<file path="src/rtl/fifo_buffer.sv">
// Show-ahead synchronous FIFO with wrap-by-compare pointers (any depth >= 2).
// Define FIFO_BUFFER_STATUS_EN to add the count, overflow and underflow outputs.
module fifo_buffer #(
  parameter int DATA_WIDTH   = 8,
  parameter int BUFFER_DEPTH = 4
) (
  input  logic                  clk,
  input  logic                  rst,
  input  logic [DATA_WIDTH-1:0] din,
  input  logic                  din_valid,
  input  logic                  read_en,
  output logic [DATA_WIDTH-1:0] dout,
  output logic                  empty,
  output logic                  full
`ifdef FIFO_BUFFER_STATUS_EN
  ,
  output logic [$clog2(BUFFER_DEPTH+1)-1:0] count,
  output logic                              overflow,
  output logic                              underflow
`endif
);

  localparam int PTR_W = $clog2(BUFFER_DEPTH);
  localparam int CNT_W = $clog2(BUFFER_DEPTH + 1);
  localparam logic [PTR_W-1:0] LAST_PTR  = PTR_W'(BUFFER_DEPTH - 1);
  localparam logic [CNT_W-1:0] DEPTH_CNT = CNT_W'(BUFFER_DEPTH);

  logic [DATA_WIDTH-1:0] mem_q [BUFFER_DEPTH];
  logic [PTR_W-1:0]      wr_ptr_q, wr_ptr_d;
  logic [PTR_W-1:0]      rd_ptr_q, rd_ptr_d;
  logic [CNT_W-1:0]      count_q, count_d;
  logic                  wr_accept;
  logic                  rd_accept;

  assign empty = (count_q == '0);
  assign full  = (count_q == DEPTH_CNT);

  // A push into a full queue is allowed when the same edge pops the head.
  assign wr_accept = din_valid && (!full || read_en);
  assign rd_accept = read_en && !empty;

  assign dout = empty ? '0 : mem_q[rd_ptr_q];

  always_comb begin
    wr_ptr_d = wr_ptr_q;
    rd_ptr_d = rd_ptr_q;
    count_d  = count_q;
    if (wr_accept) begin
      wr_ptr_d = (wr_ptr_q == LAST_PTR) ? '0 : wr_ptr_q + 1'b1;
    end
    if (rd_accept) begin
      rd_ptr_d = (rd_ptr_q == LAST_PTR) ? '0 : rd_ptr_q + 1'b1;
    end
    if (wr_accept && !rd_accept) begin
      count_d = count_q + 1'b1;
    end else if (rd_accept && !wr_accept) begin
      count_d = count_q - 1'b1;
    end
  end

  always_ff @(posedge clk or posedge rst) begin
    if (rst) begin
      wr_ptr_q <= '0;
      rd_ptr_q <= '0;
      count_q  <= '0;
    end else begin
      wr_ptr_q <= wr_ptr_d;
      rd_ptr_q <= rd_ptr_d;
      count_q  <= count_d;
    end
  end

  // Storage is deliberately not reset; reset only discards pointers and count.
  always_ff @(posedge clk) begin
    if (wr_accept && !rst) begin
      mem_q[wr_ptr_q] <= din;
    end
  end

`ifdef FIFO_BUFFER_STATUS_EN
  logic overflow_q, overflow_d;
  logic underflow_q, underflow_d;

  always_comb begin
    overflow_d  = overflow_q  || (din_valid && full && !read_en);
    underflow_d = underflow_q || (read_en && empty && !din_valid);
  end

  always_ff @(posedge clk or posedge rst) begin
    if (rst) begin
      overflow_q  <= 1'b0;
      underflow_q <= 1'b0;
    end else begin
      overflow_q  <= overflow_d;
      underflow_q <= underflow_d;
    end
  end

  assign count     = count_q;
  assign overflow  = overflow_q;
  assign underflow = underflow_q;
`endif

endmodule

</file>
<file path="config.mk">
export PLATFORM = sky130hd
export DESIGN_NAME = fifo_buffer
export DESIGN_NICKNAME = d
export VERILOG_FILES = /design/src/rtl/fifo_buffer.sv
export SDC_FILE = /design/constraint.sdc
export NUM_CORES = 1
export LEC_CHECK = 0
export BUFFER_PORTS_ARGS = -buffer_cell sky130_fd_sc_hd__buf_2
export CORE_MARGIN = 4
export CORE_UTILIZATION = 49
export DETAILED_ROUTE_END_ITERATION = 10
export MAX_ROUTING_LAYER = met4
export PLACE_DENSITY = 0.7
export SLEW_MARGIN = 20
export SYNTH_ARGS = -nofsm -noshare
export SYNTH_HDL_FRONTEND = slang
export SYNTH_SLANG_ARGS = --single-unit
</file>
<file path="constraint.sdc">
create_clock -name clk -period 2.7 [get_ports clk]
set_clock_uncertainty 0.05 [all_clocks]
set_input_delay 0 -clock clk [delete_from_list [all_inputs] [get_ports clk]]
set_output_delay 0 -clock clk [all_outputs]
set_load 0.01 [all_outputs]
</file>
==> results.md, run 1 <==
* Nets at 152
* Max VDD drop at 487 uV
* Min Tclk post-route at 2.27 ns
* CTS tree: built
* Core area at 3150 um2
* Number of DRC markers in iteration 0 at 29
* CP Capture Type: flop
* Status: completed
* Final WL at 2.70 mm
* Via count at 882
* CTS clock-pin slew for the worst setup and hold paths at 0.11 ns
* Routed length per instance at 15.2 um
* CP startpoint kind: flop
* Die ar. at 4410 um2
* First drt pass iteration count at 4
* Hpwl dp at 1.95 mm
* Vias in the first global route at 969
* Clock tree sinks at 39
* Finished Cell Area at 2080 um2
* Total GRT Usage at 14.8%
* RSZ-0062 raised after global routing: false
* Root Driver: clkbuf_4
* Syn nets at 108
* Post-CTS Resized at 0
* Drt drc at 0
* WHS Path Cells at 3
* GPL Wtd Cong at 0.736
* Initial Util at 53.0%
* Maximum clock frequency at 0.440 GHz
* Setup TNS at 0 ns
* Commonest non-fill, non-tap cell in the layout: edfxtp_1
* Placement Setup Slack at 0.442 ns
* Synth warn at 0
* R2R depth at 6
* WS Path Type: flop to flop
* # rows at 20
* Pwr/cell area at 979 nW/um2
* Register area share after synthesis at 68.0%
* Cells after Synth at 89
* Io pins at 22
* Total power at 0.00204 W
* Hold_ws at 0.0812 ns
* Mapped cell area at 1670 um2
* Worst EP required at 2.88 ns
* Die width at 66.4 um
* Post-synthesis cell type count at 19
* Port Buf Inserts at 21
* DR vias/cell at 4.96
* Final WS setup at 0.427 ns
* Filler cell count in the final layout at 243
* Clk_lat worst skew at 0.33 ns
* Arr. time, crit path at 2.45 ns
* Avg Cell Area, Syn at 18.8 um2
* Routed Antenna Nets at 0
* Congestion Overflow GR at 0
* Deepest level of the CTS H-tree at 2
* CTS Buf Count at 5
* Layout cells sized above 1 at 38.8%
* Area growth, synth to finish at 24.7%
* Worst Tran Pin Value at 0.778 ns
* Largest net degree at the start of global routing at 13
* Final Cycle Share at 84.2%
* Max-slew violations at 0
* Final hold viol count at 0
* Final setup vio count at 0
* Crit-path max FO at 7
* #FFs+latches synth at 39
* First-pass GRT wire length at 4.59 mm
* Die Span Y at 66.4 um
* ANT cells at 0
* Min-delay worst type: primary input to flop
* Maxcap violations at 0
* Total setup buffers inserted after CTS at 0
* DP Area at 1880 um2
* Most frequent cells in the layout: 32 x edfxtp_1, 21 x buf_2, 10 x dlygate4sd3_1
* Post-CTS Hold Fix Bufs at 10
* Max Root-Sink Buffers at 2
* Leak pwr at 0.806 nW
* Initial antenna violation count at 0
* Worst slew margin at 48.0%
-- Yosys cell counts (all sizes together) --
| cell | count | share of area, % |
|---|---|---|
| edfxtp | 32 | 57 |
| dfrtp | 7 | 10 |
| clkbuf | 1 | 0.22 |
| mux2 | 5 | 3.4 |
| nor3b | 4 | 1.8 |
| fa | 1 | 1.2 |
| mux4 | 8 | 11 |
| xor2 | 1 | 0.52 |
| nor3 | 2 | 1.3 |
| o41ai | 1 | 1.6 |
| ha | 6 | 4.5 |
| inv | 6 | 1.3 |
| nor2 | 3 | 0.67 |
| xnor2 | 2 | 1.0 |
| nor2b | 8 | 3.0 |
| buf | 1 | 0.30 |
| nand2b | 1 | 0.37 |
-- layout make-up --
cell class              instances  area, um2  area share [%]
clock inverters                 2       60.1            2.88
multi-input cells              42        504            24.2
repair buffers                 39        265            12.7
well taps                      44       55.1            2.64
flip-flops and latches         39       1140            54.5
inverters                       6       22.5            1.08
clock buffers                   6       41.3            1.98
-- per-layer routing --
| metal | GRT usage (%) | wire length (um) | up-vias |
|---|---|---|---|
| li1 | - | - | 422 |
| met1 | 17.7 | 1190 | 433 |
| met2 | 24.2 | 1360 | 23 |
| met3 | 4.59 | 130 | 4 |
| met4 | 4.57 | 25 | 0 |
| met5 | - | 0 | - |
-- sequential cells by signal, indices dropped and copies added (netlist names) --
name	flops
wr_ptr_q	2
rd_ptr_q	2
count_q	3
mem_q	32
-- critical path, cell delays in order (launching register included) --
cell and delay [ns]:
dfrtp_1 0.49, o41ai_4 0.56, inv_1 0.09, ha_1 0.23, inv_1 0.07, fa_1 0.41
mux2_2 0.26
-- power by group --
group	internal (W)	switching, W	total (W)
Combinational	0.000387	0.000277	0.000665
Sequential	0.000760	0.000148	0.000909
Clock	0.000289	0.000179	0.000468
Total	0.00144	0.000605	0.00204
-- final timing paths --
check                                        start                 endpoint  slack, ns
hold / removal                             read_en  rd_ptr_q[1]$_DFFE_PP0P_       0.08
hold reg to reg            wr_ptr_q[1]$_DFFE_PP0P_  wr_ptr_q[1]$_DFFE_PP0P_       0.53
setup reg to reg            count_q[1]$_DFFE_PP0P_   count_q[1]$_DFFE_PP0P_       0.43
min in group asynchronous                      rst  wr_ptr_q[1]$_DFFE_PP0P_       0.11
setup / recovery            count_q[1]$_DFFE_PP0P_   count_q[1]$_DFFE_PP0P_       0.43
max in group asynchronous                      rst  rd_ptr_q[1]$_DFFE_PP0P_       2.27
-- cells by family (layout without fill, tap and decap cells) --
family | count (synthesis) | count (layout) | synth area share [%]
AO/OA/AOI/OAI | 1 | 1 | 1.65
multiplexers | 13 | 13 | 14.1
flip-flops | 39 | 39 | 68.0
adder cells (fa/ha/maj) | 7 | 7 | 5.69
XOR/XNOR | 3 | 3 | 1.57
buffers and inverters | 8 | 53 | 1.87
AND/OR/NAND/NOR | 18 | 18 | 7.11
-- per-stage QoR --
step | util [%] | std cells
2_1_floorplan | - | 89
3_3_place_gp | 59.7 | 160
3_5_place_dp | 59.7 | 160
4_1_cts | 66.1 | 178
5_1_grt | 66.1 | 178
6_report | 66.1 | 178
No activity file was read; power rests on OpenSTA's default activity.
==> inputs of run 2 (changes only) <==
==> constraint.sdc (replaced) <==
create_clock -name clk -period 2.2 [get_ports clk]
set_clock_uncertainty 0.05 [all_clocks]
set_input_delay 0 -clock clk [delete_from_list [all_inputs] [get_ports clk]]
set_output_delay 0 -clock clk [all_outputs]
set_load 0.01 [all_outputs]
==> run 2 against run 1 <==
  * Global-route usage rose by 1.5 points
  * Register-to-register slack got worse by 0.35 ns
  * First-iteration DRC count fell by 6.9%
  * Design area fell by 2.5%
  * Setup slack got worse by 0.35 ns
  * Sequential power rose by 24%
  * Sequential share of layout area rose by 1.5 points
  * Cell count did not move
  * Routed wire length rose by 8.7%
  * Die area did not move
  * Critical path depth did not move
  * Core utilization fell by 1.7 points
  * Critical path type unchanged
  * Largest power group unchanged
==> results.md, run 2 (synthesis results as in run 1) <==
* Status: completed
* Worst slew margin at 57.9% (+9.9 points)
* Deepest level of the CTS H-tree at 2 (unchanged)
* Core area at 3150 um2 (unchanged)
* CP startpoint kind: flop
* ANT cells at 0 (unchanged)
* Final hold viol count at 0 (unchanged)
* Total GRT Usage at 16.4% (+1.5 points)
* Clock tree sinks at 39 (unchanged)
* Total power at 0.00229 W (+12%)
* Placement Setup Slack at 0.0560 ns (-0.386 ns)
* Pwr/cell area at 1130 nW/um2 (+15%)
* Root Driver: clkbuf_4
* Leak pwr at 0.783 nW (-2.9%)
* Drt drc at 0 (unchanged)
* Final Cycle Share at 96.5% (+12 points)
* Min-delay worst type: primary input to flop
* Routed length per instance at 16.5 um (+8.7%)
* Clk_lat worst skew at 0.33 ns (about the same)
* CTS tree: built
* Largest net degree at the start of global routing at 12 (-1)
* GPL Wtd Cong at 0.773 (+5.1%)
* Layout cells sized above 1 at 39.6% (+0.75 points)
* Max-slew violations at 0 (unchanged)
* CTS Buf Count at 5 (unchanged)
* Biggest register: mem_q
* CTS clock-pin slew for the worst setup and hold paths at 0.10 ns (about the same)
* First-pass GRT wire length at 4.89 mm (+6.6%)
* Number of DRC markers in iteration 0 at 27 (-6.9%)
* Filler cell count in the final layout at 241 (-0.82%)
* Fin util at 64.4% (-1.7 points)
* CP Capture Type: flop
* DR vias/cell at 5.11 (+3.2%)
* Nets at 152 (unchanged)
* Setup TNS at 0 ns (unchanged)
* WS Path Type: flop to flop
* Initial antenna violation count at 0 (unchanged)
* Hpwl dp at 2.11 mm (+8.0%)
* Most frequent cells in the layout: 32 x edfxtp_1, 21 x buf_2, 9 x dlygate4sd3_1, 9 x buf_4
* Total setup buffers inserted after CTS at 0 (unchanged)
* Final setup vio count at 0 (unchanged)
* Routed Antenna Nets at 0 (unchanged)
* Maxcap violations at 0 (unchanged)
* Port Buf Inserts at 21 (unchanged)
* Final WS setup at 0.0777 ns (-0.349 ns)
* Top Registers: mem_q (32), count_q (3)
* Crit-path max FO at 5 (-2)
* Final WL at 2.94 mm (+8.7%)
* Via count at 910 (+3.2%)
* Min Tclk post-route at 2.12 ns (-0.151 ns)
* Max Root-Sink Buffers at 2 (unchanged)
* RSZ-0062 raised after global routing: false
* Die Span Y at 66.4 um (unchanged)
* First drt pass iteration count at 2 (-2)
* Commonest non-fill, non-tap cell in the layout: edfxtp_1
* Cell Count Post-Placement at 161 (+0.63%)
* Max reg flops at 32 (unchanged)
* Congestion Overflow GR at 0 (unchanged)
* Layout Cells excl Fill at 178 (unchanged)
* Vias in the first global route at 1031 (+6.4%)
* Arr. time, crit path at 2.29 ns (-0.16 ns)
* Worst Tran Pin Value at 0.632 ns (-0.146 ns)
* Maximum clock frequency at 0.471 GHz (+7.1%)
* Io pins at 22 (unchanged)
* Die ar. at 4410 um2 (unchanged)
* Max VDD drop at 505 uV (+3.7%)
* Initial Util at 53.0% (unchanged)
* Area growth, synth to finish at 21.6%
* # rows at 20 (unchanged)
* Worst EP required at 2.37 ns (-0.51 ns)
* Die width at 66.4 um (unchanged)
## run 2: changes by cell type in the layout (fill, tap and decap cells not counted)
cell | before | now
buf_4 | 8 | 9
bufinv_16 | 2 | 0
clkbuf_1 | 1 | 2
clkinv_2 | 0 | 1
dfrtp_1 | 7 | 6
dfrtp_2 | 0 | 1
dlygate4sd3_1 | 10 | 9
## run 2: path summary, 6_finish.rpt
check / start / endpoint / slack (ns) / cells after the start
max in group asynchronous: rst / count_q[1]$_DFFE_PP0P_ / 1.73 / 3
min in group asynchronous: rst / wr_ptr_q[0]$_DFFE_PP0P_ / 0.12 / 3
worst max-delay path: count_q[1]$_DFFE_PP0P_ / count_q[1]$_DFFE_PP0P_ / 0.08 / 6
worst min-delay path: read_en / rd_ptr_q[1]$_DFFE_PP0P_ / 0.06 / 3
worst max register to register: count_q[1]$_DFFE_PP0P_ / count_q[1]$_DFFE_PP0P_ / 0.08 / 6
worst min register to register: wr_ptr_q[1]$_DFFE_PP0P_ / wr_ptr_q[1]$_DFFE_PP0P_ / 0.53 / 1
## run 2: where the power goes
group	switching [W]	internal, W
Sequential	0.000190	0.000935
Combinational	0.000351	0.000483
Clock	0.000209	0.000125
## run 2: routing by layer
layer	global-route usage (%)	vias up	share of wire (%)
li1	-	425	-
met1	17.9	462	41
met2	28.7	19	55
met3	5.10	4	3.6
met4	4.57	0	1.0
met5	-	-	0
## run 2: area by class of cell
cell class	count	area (um2)	area share [%]
Tap cell	44	55.1	2.71
Timing Repair Buffer	39	263	12.9
Clock buffer	7	45.0	2.22
Clock inverter	1	5.00	0.246
Inverter	6	22.5	1.11
Multi-Input combinational cell	42	504	24.8
Sequential cell	39	1140	56.0
## run 2: metrics by stage
stage | instance area (um2) | hold slack, ns
2_1_floorplan | 1670 | -0.247
3_3_place_gp | 1890 | -0.0615
3_5_place_dp | 1890 | -0.0576
4_1_cts | 2030 | 0.0437
5_1_grt | 2030 | 0.0467
6_report | 2030 | 0.0619
## run 2: worst max-delay path, stage by stage (launching register included)
cell and delay (ns):
dfrtp_2 0.49, o41ai_4 0.37, inv_1 0.08, ha_1 0.23, inv_1 0.09, fa_1 0.43, mux2_2 0.28
## run 2: repair_timing
action | in CTS | in global routing
gates resized for setup | 0 | 1
endpoints found under the setup margin | 0 | 2
hold endpoints to repair | 39 | 0
hold buffers | 9 | 0
==> inputs of run 3 (changes only) <==
==> constraint.sdc (replaced) <==
create_clock -name clk -period 2.2 [get_ports clk]
set_clock_uncertainty 0.05 [all_clocks]
set_input_delay 0 -clock clk [delete_from_list [all_inputs] [get_ports clk]]
set_output_delay 0 -clock clk [all_outputs]
set_load 0.02 [all_outputs]
==> run 3 against run 2 <==
  * Die area stayed put
  * Via count decreased by 3.4%
  * Hold slack got worse by 0.0094 ns
  * First-iteration DRC count up 89%
  * Maximum frequency grew 4.7%
  * Clock power about the same
  * Combinational power increased by 8.6%
  * Clock-buffer cell count stayed put
  * Critical path depth is the same
  * Critical endpoint unchanged
==> results.md, run 3 (synthesis results as in run 1) <==
* Reg area at 1140 um2 (unchanged)
* ANT cells at 0 (unchanged)
* Initial antenna violation count at 0 (unchanged)
* R2R depth at 6 (unchanged)
* Port Buf Inserts at 21 (unchanged)
* Final hold viol count at 0 (unchanged)
* CP Cell Sequence: o41ai_4, inv_1, ha_1, inv_1, fa_1, mux2_2
* Final WL at 2.73 mm (-7.2%)
* Crit-path max FO at 5 (unchanged)
* RSZ-0062 raised after global routing: false
* Arr. time, crit path at 2.21 ns (-0.08 ns)
* Maxcap violations at 0 (unchanged)
* Leak pwr at 0.777 nW (-0.69%)
* Worst Tran Pin Value at 0.617 ns (-0.0151 ns)
* Final Cycle Share at 92.1% (-4.4 points)
* Hpwl dp at 1.81 mm (-14%)
* CTS tree: built
* Worst path most repeated cell: inv_1
* Number of DRC markers in iteration 0 at 51 (+89%)
* Vias in the first global route at 974 (-5.5%)
* WHS Path Cells at 3 (unchanged)
* CP Capture Type: flop
* Largest net degree at the start of global routing at 12 (unchanged)
* Routed length per instance at 15.4 um (-6.6%)
* Clock tree sinks at 39 (unchanged)
* Final setup vio count at 0 (unchanged)
* Layout cells sized above 1 at 39.1% (-0.45 points)
* Setup slack, reg-to-reg at 0.17 ns (+0.10 ns)
* Slowest Stage Delay on Critical Path at 0.48 ns (about the same)
* Pwr/cell area at 1160 nW/um2 (+3.2%)
* Drt drc at 0 (unchanged)
* Max VDD drop at 630 uV (+25%)
* Nets at 151 (-0.66%)
* CP startpoint kind: flop
* Root Driver: clkbuf_4
* # rows at 20 (unchanged)
* Die width at 66.4 um (unchanged)
* Die Span Y at 66.4 um (unchanged)
* Worst EP required at 2.38 ns (about the same)
* First drt pass iteration count at 3 (+1)
* DR vias/cell at 4.97 (-2.9%)
* Clk_lat worst skew at 0.33 ns (about the same)
* Total setup buffers inserted after CTS at 0 (unchanged)
* Min Tclk post-route at 2.03 ns (-0.0962 ns)
* First-pass GRT wire length at 4.78 mm (-2.3%)
* Total GRT Usage at 15.7% (-0.69 points)
* Worst slew margin at 58.9% (+1.0 points)
* CTS Buf Count at 5 (unchanged)
* Min-delay worst type: primary input to flop
* GPL Wtd Cong at 0.834 (+8.0%)
* Filler cell count in the final layout at 258 (+7.1%)
* Max-slew violations at 0 (unchanged)
* Congestion Overflow GR at 0 (unchanged)
* Max reg flops at 32 (unchanged)
* Die ar. at 4410 um2 (unchanged)
* Critical-path top delay cell: dfrtp_2
* Total power at 0.00236 W (+2.8%)
* Status: completed
* Area growth, synth to finish at 21.1%
* Top Registers: mem_q (32), count_q (3)
* Maximum clock frequency at 0.494 GHz (+4.7%)
* Deepest level of the CTS H-tree at 2 (unchanged)
* Routed Antenna Nets at 0 (unchanged)
* Most frequent cells in the layout: 32 x edfxtp_1, 21 x buf_2, 9 x dlygate4sd3_1
* Biggest register: mem_q
* WS Path Type: flop to flop
* Core area at 3150 um2 (unchanged)
* Commonest non-fill, non-tap cell in the layout: edfxtp_1
* CTS clock-pin slew for the worst setup and hold paths at 0.10 ns (about the same)
* Via count at 879 (-3.4%)
* Multi-input gate area at 504 um2 (unchanged)
* Io pins at 22 (unchanged)
* Initial Util at 53.0% (unchanged)
* Setup TNS at 0 ns (unchanged)
* Max Root-Sink Buffers at 2 (unchanged)
==> run 3: cell types whose count changed in the layout (fill, tap and decap cells not counted), sizes merged <==
cell	delta
buf	-1
==> run 3: path summary, 6_finish.rpt <==
check / startpoint / to
setup / recovery: count_q[1]$_DFFE_PP0P_ / count_q[1]$_DFFE_PP0P_
hold / removal: read_en / rd_ptr_q[1]$_DFFE_PP0P_
setup reg to reg: count_q[1]$_DFFE_PP0P_ / count_q[1]$_DFFE_PP0P_
hold reg to reg: wr_ptr_q[1]$_DFFE_PP0P_ / wr_ptr_q[1]$_DFFE_PP0P_
max in group asynchronous: rst / count_q[1]$_DFFE_PP0P_
min in group asynchronous: rst / wr_ptr_q[0]$_DFFE_PP0P_
==> run 3: through the flow <==
stage	cells	utilization, %	cell area [um2]	hold WS [ns]	setup WS, ns
6_report	177	64.2	2020	0.0524	0.174
5_1_grt	177	64.2	2020	0.0542	0.00311
4_1_cts	177	64.2	2020	0.0425	0.110
3_5_place_dp	160	59.7	1880	-0.0568	0.151
3_3_place_gp	160	59.7	1880	-0.0636	0.187
2_1_floorplan	89	-	1670	-0.247	0.0157
==> run 3: final cells by class <==
cell class	instances	area share [%]
flip-flops and latches	39	56.2
multi-input cells	42	24.9
repair buffers	38	12.6
well taps	44	2.72
clock buffers	7	2.22
inverters	6	1.11
clock inverters	1	0.247
==> run 3: power by group <==
part           switching, W  total (W)  internal (W)
Clock              0.000212   0.000337      0.000125
Sequential         0.000179    0.00111      0.000935
Combinational      0.000432   0.000906      0.000474
==> run 3: routing by layer <==
| metal | track usage [%] | vias to the layer above | routed length [um] |
|---|---|---|---|
| li1 | - | 424 | - |
| met1 | 19.3 | 433 | 1190 |
| met2 | 24.9 | 17 | 1380 |
| met3 | 4.59 | 5 | 116 |
| met4 | 5.33 | 0 | 48 |
| met5 | - | - | 0 |
==> run 3: worst max-delay path, delay by kind of cell, from the launching register on <==
family                     cells  cell delay, ns
AOI/OAI and AO/OA              1            0.37
adders and majority gates      2            0.62
muxes                          1            0.26
buffers and inverters          2            0.15
DFF                            1            0.48
==> run 3: timing repair <==
| action | CTS | global route |
|---|---|---|
| endpoints found under the hold margin | 39 | 0 |
| gates resized for setup | 0 | 1 |
| hold buffers | 9 | 0 |
| setup endpoints to repair | 0 | 1 |
